===== config.mk =====
export PLATFORM = sky130hd
export DESIGN_NAME = axis_cc_fifo_rd
export DESIGN_NICKNAME = d
export VERILOG_FILES = /design/src/rtl/axis_cc_fifo_pkg.sv /design/src/rtl/axis_rd_skid2.sv /design/src/rtl/axis_cc_fifo_rd.sv
export SDC_FILE = /design/constraint.sdc
export NUM_CORES = 1
export LEC_CHECK = 0
export ABC_CLOCK_PERIOD_IN_PS = 3600
export CORE_ASPECT_RATIO = 1.1
export CORE_MARGIN = 8
export CORE_UTILIZATION = 48
export DETAILED_ROUTE_END_ITERATION = 8
export MAX_ROUTING_LAYER = met4
export PLACE_DENSITY_LB_ADDON = 0.25
export SYNTH_ARGS = -nofsm -noshare
export SYNTH_HDL_FRONTEND = slang
export SYNTH_SLANG_ARGS = --single-unit
export TNS_END_PERCENT = 10

===== constraint.sdc =====
create_clock -name clk -period 3.6 [get_ports clk]
set_input_delay 0.36 -clock clk [delete_from_list [all_inputs] [get_ports clk]]
set_output_delay 0.36 -clock clk [all_outputs]
set_load 0.01 [all_outputs]

===== src/rtl/axis_cc_fifo_pkg.sv =====
// Shared pointer helpers for the dual-clock AXI-Stream FIFO.
// Used by both the writer-side and reader-side controllers.
package axis_cc_fifo_pkg;

  localparam int unsigned ADDR_BITS_DEF = 5;
  localparam int unsigned PTR_BITS      = ADDR_BITS_DEF + 1;
  // Helpers work on a wide vector; callers zero-extend and truncate.
  localparam int unsigned GW            = 16;

  function automatic logic [GW-1:0] bin2gray(input logic [GW-1:0] b);
    return b ^ (b >> 1);
  endfunction

  function automatic logic [GW-1:0] gray2bin(input logic [GW-1:0] g);
    logic [GW-1:0] b;
    b[GW-1] = g[GW-1];
    for (int i = GW - 2; i >= 0; i--) begin
      b[i] = b[i+1] ^ g[i];
    end
    return b;
  endfunction

endpackage


===== src/rtl/axis_rd_skid2.sv =====
// Two-entry registered output buffer (head + skid), strict FIFO order.
// Head drives the AXIS outputs directly so they stay registered.
module axis_rd_skid2 #(
  parameter int unsigned WIDTH = 12
) (
  input  logic             clk,
  input  logic             rst_n,
  input  logic             load_i,
  input  logic [WIDTH-1:0] data_i,
  input  logic             ready_i,
  output logic [WIDTH-1:0] data_o,
  output logic             valid_o,
  output logic [1:0]       cnt_o
);

  logic [WIDTH-1:0] head_q;
  logic [WIDTH-1:0] skid_q;
  logic             head_v_q;
  logic             skid_v_q;
  logic             pop;

  assign pop     = head_v_q && ready_i;
  assign data_o  = head_q;
  assign valid_o = head_v_q;
  assign cnt_o   = {1'b0, head_v_q} + {1'b0, skid_v_q};

  always_ff @(posedge clk or negedge rst_n) begin
    if (!rst_n) begin
      head_q   <= '0;
      skid_q   <= '0;
      head_v_q <= 1'b0;
      skid_v_q <= 1'b0;
    end else if (pop) begin
      if (skid_v_q) begin
        head_q   <= skid_q;
        skid_v_q <= load_i;
        if (load_i) skid_q <= data_i;
      end else begin
        head_v_q <= load_i;
        if (load_i) head_q <= data_i;
      end
    end else if (load_i) begin
      // Issue control guarantees the skid is free here.
      if (!head_v_q) begin
        head_q   <= data_i;
        head_v_q <= 1'b1;
      end else begin
        skid_q   <= data_i;
        skid_v_q <= 1'b1;
      end
    end
  end

endmodule


===== src/rtl/axis_cc_fifo_rd.sv =====
// Read-side controller of the dual-clock AXI-Stream FIFO.
// Issues RAM reads, prefetches into a 2-entry buffer, exports Gray read ptr.
module axis_cc_fifo_rd
  import axis_cc_fifo_pkg::*;
#(
  parameter int unsigned WIDTH     = 12,
  parameter int unsigned ADDR_BITS = ADDR_BITS_DEF
) (
  input  logic                 clk,
  input  logic                 rst_n,
  input  logic [ADDR_BITS:0]   wr_ptr_gray_s,
  output logic [ADDR_BITS:0]   rd_ptr_gray,
  output logic                 ram_rd_en,
  output logic [ADDR_BITS-1:0] ram_raddr,
  input  logic [WIDTH-1:0]     ram_rdata,
  output logic [WIDTH-1:0]     m_tx_tdata,
  output logic                 m_tx_tvalid,
  input  logic                 m_tx_tready,
  output logic [ADDR_BITS:0]   fill_level
);

  localparam int unsigned PW = ADDR_BITS + 1;

  logic [PW-1:0] wr_bin_q;
  logic [PW-1:0] rd_bin_q;
  logic [PW-1:0] rd_bin_d;
  logic [PW-1:0] rd_gray_q;
  logic [PW-1:0] fill_q;
  logic          inflight_q;
  logic [1:0]    buf_cnt;
  logic          empty;
  logic          pop;
  logic [2:0]    occ;

  assign empty = (rd_bin_q == wr_bin_q);
  assign pop   = m_tx_tvalid && m_tx_tready;
  // Slots committed after this edge; never more than two.
  assign occ   = {1'b0, buf_cnt} + {2'b0, inflight_q} - {2'b0, pop};

  assign ram_rd_en   = !empty && (occ < 3'd2);
  assign ram_raddr   = rd_bin_q[ADDR_BITS-1:0];
  assign rd_bin_d    = rd_bin_q + PW'(ram_rd_en);
  assign rd_ptr_gray = rd_gray_q;
  assign fill_level  = fill_q;

  always_ff @(posedge clk or negedge rst_n) begin
    if (!rst_n) begin
      wr_bin_q   <= '0;
      rd_bin_q   <= '0;
      rd_gray_q  <= '0;
      inflight_q <= 1'b0;
      fill_q     <= '0;
    end else begin
      wr_bin_q   <= PW'(gray2bin(GW'(wr_ptr_gray_s)));
      rd_bin_q   <= rd_bin_d;
      rd_gray_q  <= PW'(bin2gray(GW'(rd_bin_d)));
      inflight_q <= ram_rd_en;
      fill_q     <= (wr_bin_q - rd_bin_q) + PW'(buf_cnt)
                  + PW'(inflight_q);
    end
  end

  axis_rd_skid2 #(
    .WIDTH(WIDTH)
  ) u_skid (
    .clk    (clk),
    .rst_n  (rst_n),
    .load_i (inflight_q),
    .data_i (ram_rdata),
    .ready_i(m_tx_tready),
    .data_o (m_tx_tdata),
    .valid_o(m_tx_tvalid),
    .cnt_o  (buf_cnt)
  );

endmodule


## Word level (Yosys, flattened, before mapping)

Cells that the tools add are included.

| cells by class | value |
|---|---|
| add/subtract/negate cells | 7 |
| bitwise gates (word level) | 6 |
| reductions and logical operators | 10 |
| multipliers | 0 |
| equality and inequality tests | 5 |
| magnitude comparators | 1 |
| multiplexer cells | 16 |
| shift-type cells | 0 |
| divide/modulo/power cells | 0 |

Operator list:

| kind | count |
|---|---|
| 12-bit 2-to-1 mux | 9 |
| 6-bit by 1-bit adder with 6-bit output | 2 |
| 1-bit 2-to-1 mux | 7 |
| 6-bit by 2-bit adder with 6-bit output | 1 |
| 6-bit == test | 1 |
| 2-bit inequality test, second input constant | 3 |
| 2-bit nonzero test | 3 |
| 6-bit subtractor | 1 |
| 6-bit by 5-bit bitwise XOR with 6-bit output | 1 |
| 1-bit bitwise XOR | 5 |
| 2-bit AND reduction | 2 |
| 4-bit AND reduction | 1 |
| 2-bit by 1-bit adder with 3-bit output | 1 |
| 3-bit by 2-bit less-than comparator with 1-bit output, second input constant | 1 |
| 3-bit AND reduction | 1 |
| 3-bit by 1-bit subtractor with 3-bit output | 1 |
| 1-bit by 1-bit adder with 2-bit output | 1 |
| 1-bit logical AND | 2 |
| 2-bit by 1-bit inequality test with 1-bit output, second input constant | 1 |
| 1-bit zero test | 1 |

| word-level totals | value |
|---|---|
| output and inout bits | 31 |
| bits in writable memories | 0 |
| bits in registers | 51 |
| memories kept | 0 |
| latch bits | 0 |
| input port bits | 21 |
| memory bits (read-only) | 0 |
| word-level logic and storage cells | 54 |

## Depth between registers and ports, before layout

| logic depth | value |
|---|---|
| depth in word-level cells | 7 |
| mapped depth | 10 |
| gate-level depth less buffers | 10 |

## Modules after synthesis

A second synthesis with hierarchy kept.

| unflattened totals | value |
|---|---|
| cell total of the unflattened synthesis | 207 |
| area, all modules | 2454.9 sq um |

Modules (own cells, without submodules):

| module | times used | area each (sq um) | seq. area each (sq um) | cells each |
|---|---|---|---|---|
| axis_rd_skid2 | 1 | 1228.7 | 650.6 | 108 |
| axis_cc_fifo_rd | 1 | 1226.2 | 600.6 | 99 |

## Worst setup path before layout

Ideal clock, no wire load.

| timing | value |
|---|---|
| path type | reg-to-reg |
| from | register u_skid.head_v_q (netlist: u_skid.valid_o) |
| to | register rd_gray_q[3] (netlist: rd_ptr_gray[3]) |
| path slack | 0.744 ns |
| buffers on the path | 0 |
| clock period less this slack | 2.856 ns |
| required time | 3.521 ns |
| library setup time | 0.079 ns |
| stages on the path, launching flop included | 11 |
| arrival | 2.777 ns |
| cells stage by stage | dfrtp_1 > ha_1 > nor2_1 > xnor2_1 > ha_1 > a211oi_1 > ha_1 > ha_1 > nand3_1 > xnor2_1 > xor2_1 |

| on the way | value |
|---|---|
| longest elaborated chain between the ends | 7 |

Ends and longest elaborated chain:

| what | line | RTL |
|---|---|---|
| start, declared | axis_rd_skid2.sv:18 | `logic head_v_q;` |
| start signal, assigned | axis_rd_skid2.sv:39 | `head_v_q <= load_i;` |
| 1-bit by 1-bit adder with 2-bit output | axis_rd_skid2.sv:25 | `assign cnt_o = {1'b0, head_v_q} + {1'b0, skid_v_q};` |
| 2-bit by 1-bit adder with 3-bit output | axis_cc_fifo_rd.sv:38 | `assign occ = {1'b0, buf_cnt} + {2'b0, inflight_q} - {2'b0, pop};` |
| 3-bit by 1-bit subtractor with 3-bit output * | axis_cc_fifo_rd.sv:38 |  |
| 3-bit by 2-bit less-than comparator with 1-bit output * | axis_cc_fifo_rd.sv:40 | `assign ram_rd_en = !empty && (occ < 3'd2);` |
| 1-bit logical AND * | axis_cc_fifo_rd.sv:40 |  |
| via ram_rd_en | axis_cc_fifo_rd.sv:13 | `output logic ram_rd_en,` |
| 6-bit by 1-bit adder with 6-bit output * | axis_cc_fifo_rd.sv:42 | `assign rd_bin_d = rd_bin_q + PW'(ram_rd_en);` |
| 6-bit by 5-bit bitwise XOR with 6-bit output * | axis_cc_fifo_pkg.sv:11 | `return b ^ (b >> 1);` |
| end signal, assigned | axis_cc_fifo_rd.sv:56 | `rd_gray_q <= PW'(bin2gray(GW'(rd_bin_d)));` |
| end, declared | axis_cc_fifo_rd.sv:27 | `logic [PW-1:0] rd_gray_q;` |

Mark *: on every way through the listed nets, which the timed path passes. The rest lies on a longest branch.
A chain may end at the register's enable or synchronous reset.

## Worst setup path after layout

| timing | value |
|---|---|
| from | register u_skid.head_v_q (netlist: u_skid.valid_o) |
| to | output port ram_rd_en |

| on the way | value |
|---|---|
| longest elaborated chain between the ends | 5 |

Ends and longest elaborated chain:

| what | line |
|---|---|
| 1-bit by 1-bit adder with 2-bit output | axis_rd_skid2.sv:25 |
| 2-bit by 1-bit adder with 3-bit output | axis_cc_fifo_rd.sv:38 |
| 3-bit by 1-bit subtractor with 3-bit output * | axis_cc_fifo_rd.sv:38 |
| 3-bit by 2-bit less-than comparator with 1-bit output * | axis_cc_fifo_rd.sv:40 |
| 1-bit logical AND * | axis_cc_fifo_rd.sv:40 |
| end, declared | axis_cc_fifo_rd.sv:13 |

Every way passes the cells marked *; elsewhere a longest branch is shown, timed or not.

==> impl_table.tex <==
\begin{tabular}{lr}
\hline
Metric & Value \\
\hline
\multicolumn{2}{l}{\textbf{Critical path}} \\
\quad Worst r2r path cells & 10 \\
\quad Crit path capture type & output pin \\
\quad CP Max Fanout & 8 \\
\quad Slowest cell on the critical path & sky130\_fd\_sc\_hd\_\_clkdlybuf4s50\_1 \\
\quad Worst setup path startpoint & u\_skid.valid\_o \\
\quad Startpoint of the worst-slack reg-to-reg timing path & u\_skid.valid\_o \\
\quad Category of the most critical setup path & reg2out \\
\quad Worst path cell trace & ha\_1 -> nor2\_1 -> xnor2\_1 -> ha\_1 -> a211oi\_1 -> clkdlybuf4s50\_1 \\
\quad Crit path largest cell delay & 0.63 ns \\
\quad Data arrival at the endpoint of the critical path & 2.67 ns \\
\quad Category of the worst setup path launch point & flop \\
\quad Category of cells accounting for the largest share of critical-path delay & adder cells \\
\quad Bufs and invs on worst path & 1 \\
\quad Dominant cell type by count on the critical path & sky130\_fd\_sc\_hd\_\_ha\_1 \\
\quad Data required time at the worst endpoint & 3.24 ns \\
\quad Crit. path cell count & 6 \\
\multicolumn{2}{l}{\textbf{Place}} \\
\quad GP Congestion & 0.773 \\
\quad Post-placement setup slack & 0.566 ns \\
\quad Port Buffers & 51 \\
\quad Total half-perimeter wirelength after legalization and detailed placement & 3250 um \\
\quad Post-detailed-placement cell area & 2860 um\^{}2 \\
\multicolumn{2}{l}{\textbf{Power}} \\
\quad Total internal power & 2.05 mW \\
\quad Worst-case vdd ir drop & 0.798 mV \\
\quad Sum of internal, switching and leakage power & 3.30 mW \\
\quad Sw Pwr & 1.25 mW \\
\quad Part of the total power dissipated in the clock network & 11.3\% \\
\quad Share of power burned in combinational logic & 57.5\% \\
\quad Pwr per Cell Area & 1110 nW/um\^{}2 \\
\quad Switching fraction of total power & 38.0\% \\
\quad Proportion of power drawn by flip-flops and latches & 31.2\% \\
\quad Cell leakage power & 1.40 nW \\
\multicolumn{2}{l}{\textbf{Detailed routing}} \\
\quad Wire per inst & 14.7 um \\
\quad Via count of the routed design & 1525 \\
\quad Residual DRC & 0 \\
\quad Detailed Route Iter0 Violations & 75 \\
\quad Post-DR vias/cell & 5.05 \\
\quad Number of nets with antenna violations after routing & 0 \\
\quad Final WL & 4450 um \\
\quad Number of iterations in the first detailed-routing pass & 4 \\
\multicolumn{2}{l}{\textbf{STA}} \\
\quad Max\_slew headroom & 27.1\% \\
\quad Max frequency & 330 MHz \\
\quad Setup skew after layout & 0.00594 ns \\
\quad Final total negative setup slack & 0 ns \\
\quad Transition time of the tightest slew-check pin & 1.09 ns \\
\quad Unrepaired setup endpoints after global routing & false \\
\quad Post-Route Hold Slack & 0.266 ns \\
\quad Crit path time final & 3.03 ns \\
\quad Fin. max-slew vios & 0 \\
\quad Final worst-path setup slack & 0.573 ns \\
\quad Ratio of final minimum period to clock period & 84.1\% \\
\quad Final count of hold timing violations & 0 \\
\quad Setup-failing EPs final & 0 \\
\multicolumn{2}{l}{\textbf{Synth}} \\
\quad Most frequently used cell type in the post-synthesis netlist & sky130\_fd\_sc\_hd\_\_dfrtp\_1 \\
\quad Mux cell area share after synthesis & 11.2\% \\
\quad Instance count of the mapped netlist & 189 \\
\quad Post-Syn Area & 2290 um\^{}2 \\
\quad Post-synthesis sequential area ratio & 54.7\% \\
\quad Synthesized-area fraction occupied by xor and xnor cells & 9.80\% \\
\quad Number of nets produced by synthesis & 226 \\
\quad Leading cell types by total area after synthesis & sky130\_fd\_sc\_hd\_\_dfrtp\_1, sky130\_fd\_sc\_hd\_\_ha\_1, sky130\_fd\_sc\_hd\_\_mux2\_2 \\
\quad Number of synthesized flops with an enable pin & 0 \\
\quad \#FFs+latches synth & 50 \\
\quad Cell type with the highest aggregate area in the netlist & sky130\_fd\_sc\_hd\_\_dfrtp\_1 \\
\quad Flip-flop cell with the highest count after synthesis & sky130\_fd\_sc\_hd\_\_dfrtp\_1 \\
\quad Post-synth cell types & 23 \\
\quad Post-synthesis compound-gate area fraction & 5.86\% \\
\quad Share of synthesized cell area in and, or, nand and nor gates & 5.64\% \\
\quad Synthesized area per cell & 12.1 um\^{}2 \\
\quad Async set-reset flop share out of synthesis & 100\% \\
\quad Fraction of the mapped netlist area in adder cells & 9.41\% \\
\quad Main combinational cell family by area after synthesis & multiplexers \\
\quad Commonest cells in the synthesized netlist & sky130\_fd\_sc\_hd\_\_dfrtp\_1, sky130\_fd\_sc\_hd\_\_inv\_1, sky130\_fd\_sc\_hd\_\_nand2\_1, sky130\_fd\_sc\_hd\_\_o21ai\_0, sky130\_fd\_sc\_hd\_\_ha\_1 \\
\quad Area share of the largest cell type after synthesis & 54.7\% \\
\quad Yosys warnings & 0 \\
\multicolumn{2}{l}{\textbf{CTS}} \\
\quad Number of buffers created by CTS & 5 \\
\quad CTS H-tree lvls & 2 \\
\quad Clock transition at the registers of the reported paths & 0.08 ns \\
\quad TritonCTS sink count & 50 \\
\quad Post-CTS Hold Buffers & 0 \\
\quad Cell at the root of the clock tree & sky130\_fd\_sc\_hd\_\_clkbuf\_8 \\
\quad Bufs on Longest Clock Path & 2 \\
\quad Post-CTS Repair Setup Buffers & 0 \\
\quad Count of instances resized after the clock tree is built & 0 \\
\quad Clock latency reported for the late side of the worst-skew pair & 0.30 ns \\
\quad Clock tree from TritonCTS & done \\
\multicolumn{2}{l}{\textbf{Floorplan}} \\
\quad Vertical die dimension & 88.4 um \\
\quad Starting utilization of the core area & 49.5\% \\
\quad Total Die Area & 7230 um\^{}2 \\
\quad Horiz. Die Dim & 81.8 um \\
\quad Core Footprint & 4620 um\^{}2 \\
\quad Number of I/O pins & 52 \\
\quad Number of placement rows & 26 \\
\multicolumn{2}{l}{\textbf{Global route}} \\
\quad Total global routing overflow & 0 \\
\quad Overall routing resource usage & 13.7\% \\
\quad Maximum number of pins on one net before global-route repair & 51 \\
\quad Via count of the first global-routing pass & 1579 \\
\quad Global-route wire length before repair & 7470 um \\
\quad Initial antenna violation count & 0 \\
\multicolumn{2}{l}{\textbf{Run}} \\
\quad Max Cap Viol & 0 \\
\multicolumn{2}{l}{\textbf{Finish}} \\
\quad Post-layout net count & 282 \\
\quad Syn-to-layout area delta & 29.9\% \\
\quad Final standard cell area without fillers & 2970 um\^{}2 \\
\quad Fraction of layout cells with a size suffix above 1 & 9.35\% \\
\quad Ant diodes & 0 \\
\multicolumn{2}{l}{\textbf{Worst hold path}} \\
\quad Worst Hold Class & in2async \\
\multicolumn{2}{l}{\textbf{Status}} \\
\quad Result of the run & completed \\
\hline
\end{tabular}
==> logic make-up after synthesis <==
logic type	count (synthesis)
compound gates	25
xor+xnor	24
fa+ha+maj	16
buf+inv	20
flops	50
mux	24
simple gates	30
==> cell type report <==
| type | instances | area [um^2] |
|---|---|---|
| Clock buffer | 8 | 110 |
| Timing Repair Buffer | 53 | 520 |
| Sequential cell | 50 | 1250 |
| Fill cell | 383 | 1650 |
| Multi-Input combinational cell | 119 | 957 |
| Inverter | 16 | 60.1 |
| Tap cell | 56 | 70.1 |
==> final timing paths <==
check	to	slack, ns
worst max-delay path	ram_rd_en	0.57
max in group asynchronous	u_skid.data_o[1]	2.67
worst min register to register	u_skid.data_o[10]	0.48
worst max register to register	rd_ptr_gray[3]	0.73
min in group clk	u_skid.data_o[10]	0.48
worst min-delay path	u_skid.data_o[6]	0.27
==> metrics by stage <==
| stage | utilization [%] | instances |
|---|---|---|
| after global placement | 61.9 | 294 |
| after floorplan | - | 189 |
| final | 64.3 | 302 |
| after detailed placement | 61.9 | 294 |
| after global routing | 64.3 | 302 |
| after CTS | 64.3 | 302 |
==> worst register-to-register path, delay by kind of cell, from the launching register on <==
family	cells	cell delay [ns]
fa+ha+maj	4	1.12
simple gates	2	0.25
compound gates	1	0.36
flops	1	0.46
xor+xnor	3	0.63
==> flip-flops by register name, indices dropped and copies added, names as in the netlist <==
| register | count |
|---|---|
| u_skid.data_o | 12 |
| rd_ptr_gray | 5 |
| wr_bin_q | 6 |
| inflight_q | 1 |
| u_skid.skid_q | 12 |
| fill_level | 6 |
| u_skid.valid_o | 1 |
| u_skid.skid_v_q | 1 |
| rd_bin_q | 6 |
==> layout by cell type, fill, tap and decap left out, types with 6 or more instances in the layout <==
master                            count
sky130_fd_sc_hd__clkbuf_8             8
sky130_fd_sc_hd__dfrtp_1             50
sky130_fd_sc_hd__xor2_1              11
sky130_fd_sc_hd__ha_1                14
sky130_fd_sc_hd__mux2_2              12
sky130_fd_sc_hd__o21ai_0             15
sky130_fd_sc_hd__mux2i_1             12
sky130_fd_sc_hd__xnor2_1             12
sky130_fd_sc_hd__nand2_1             15
sky130_fd_sc_hd__clkdlybuf4s50_1     50
sky130_fd_sc_hd__nor2_1               6
sky130_fd_sc_hd__inv_1               16
==> routing by layer <==
layer / routed length (um) / GRT usage, % / up-vias
li1: - / - / 735
met1: 1970 / 16.8 / 739
met2: 2150 / 21.3 / 43
met3: 258 / 3.46 / 8
met4: 68 / 4.79 / 0
met5: 0 / - / -
==> power groups by stage <==
stage | Clock, mW | Combinational, mW | Sequential, mW
floorplan | 0 | 1.14 | 1.10
global placement | 0 | 1.87 | 1.04
detailed placement | 0 | 1.92 | 1.04
CTS | 0.383 | 1.94 | 1.03
global route | 0.404 | 2.11 | 1.07
finish | 0.372 | 1.90 | 1.03
No activity file was read; power rests on OpenSTA's default activity.
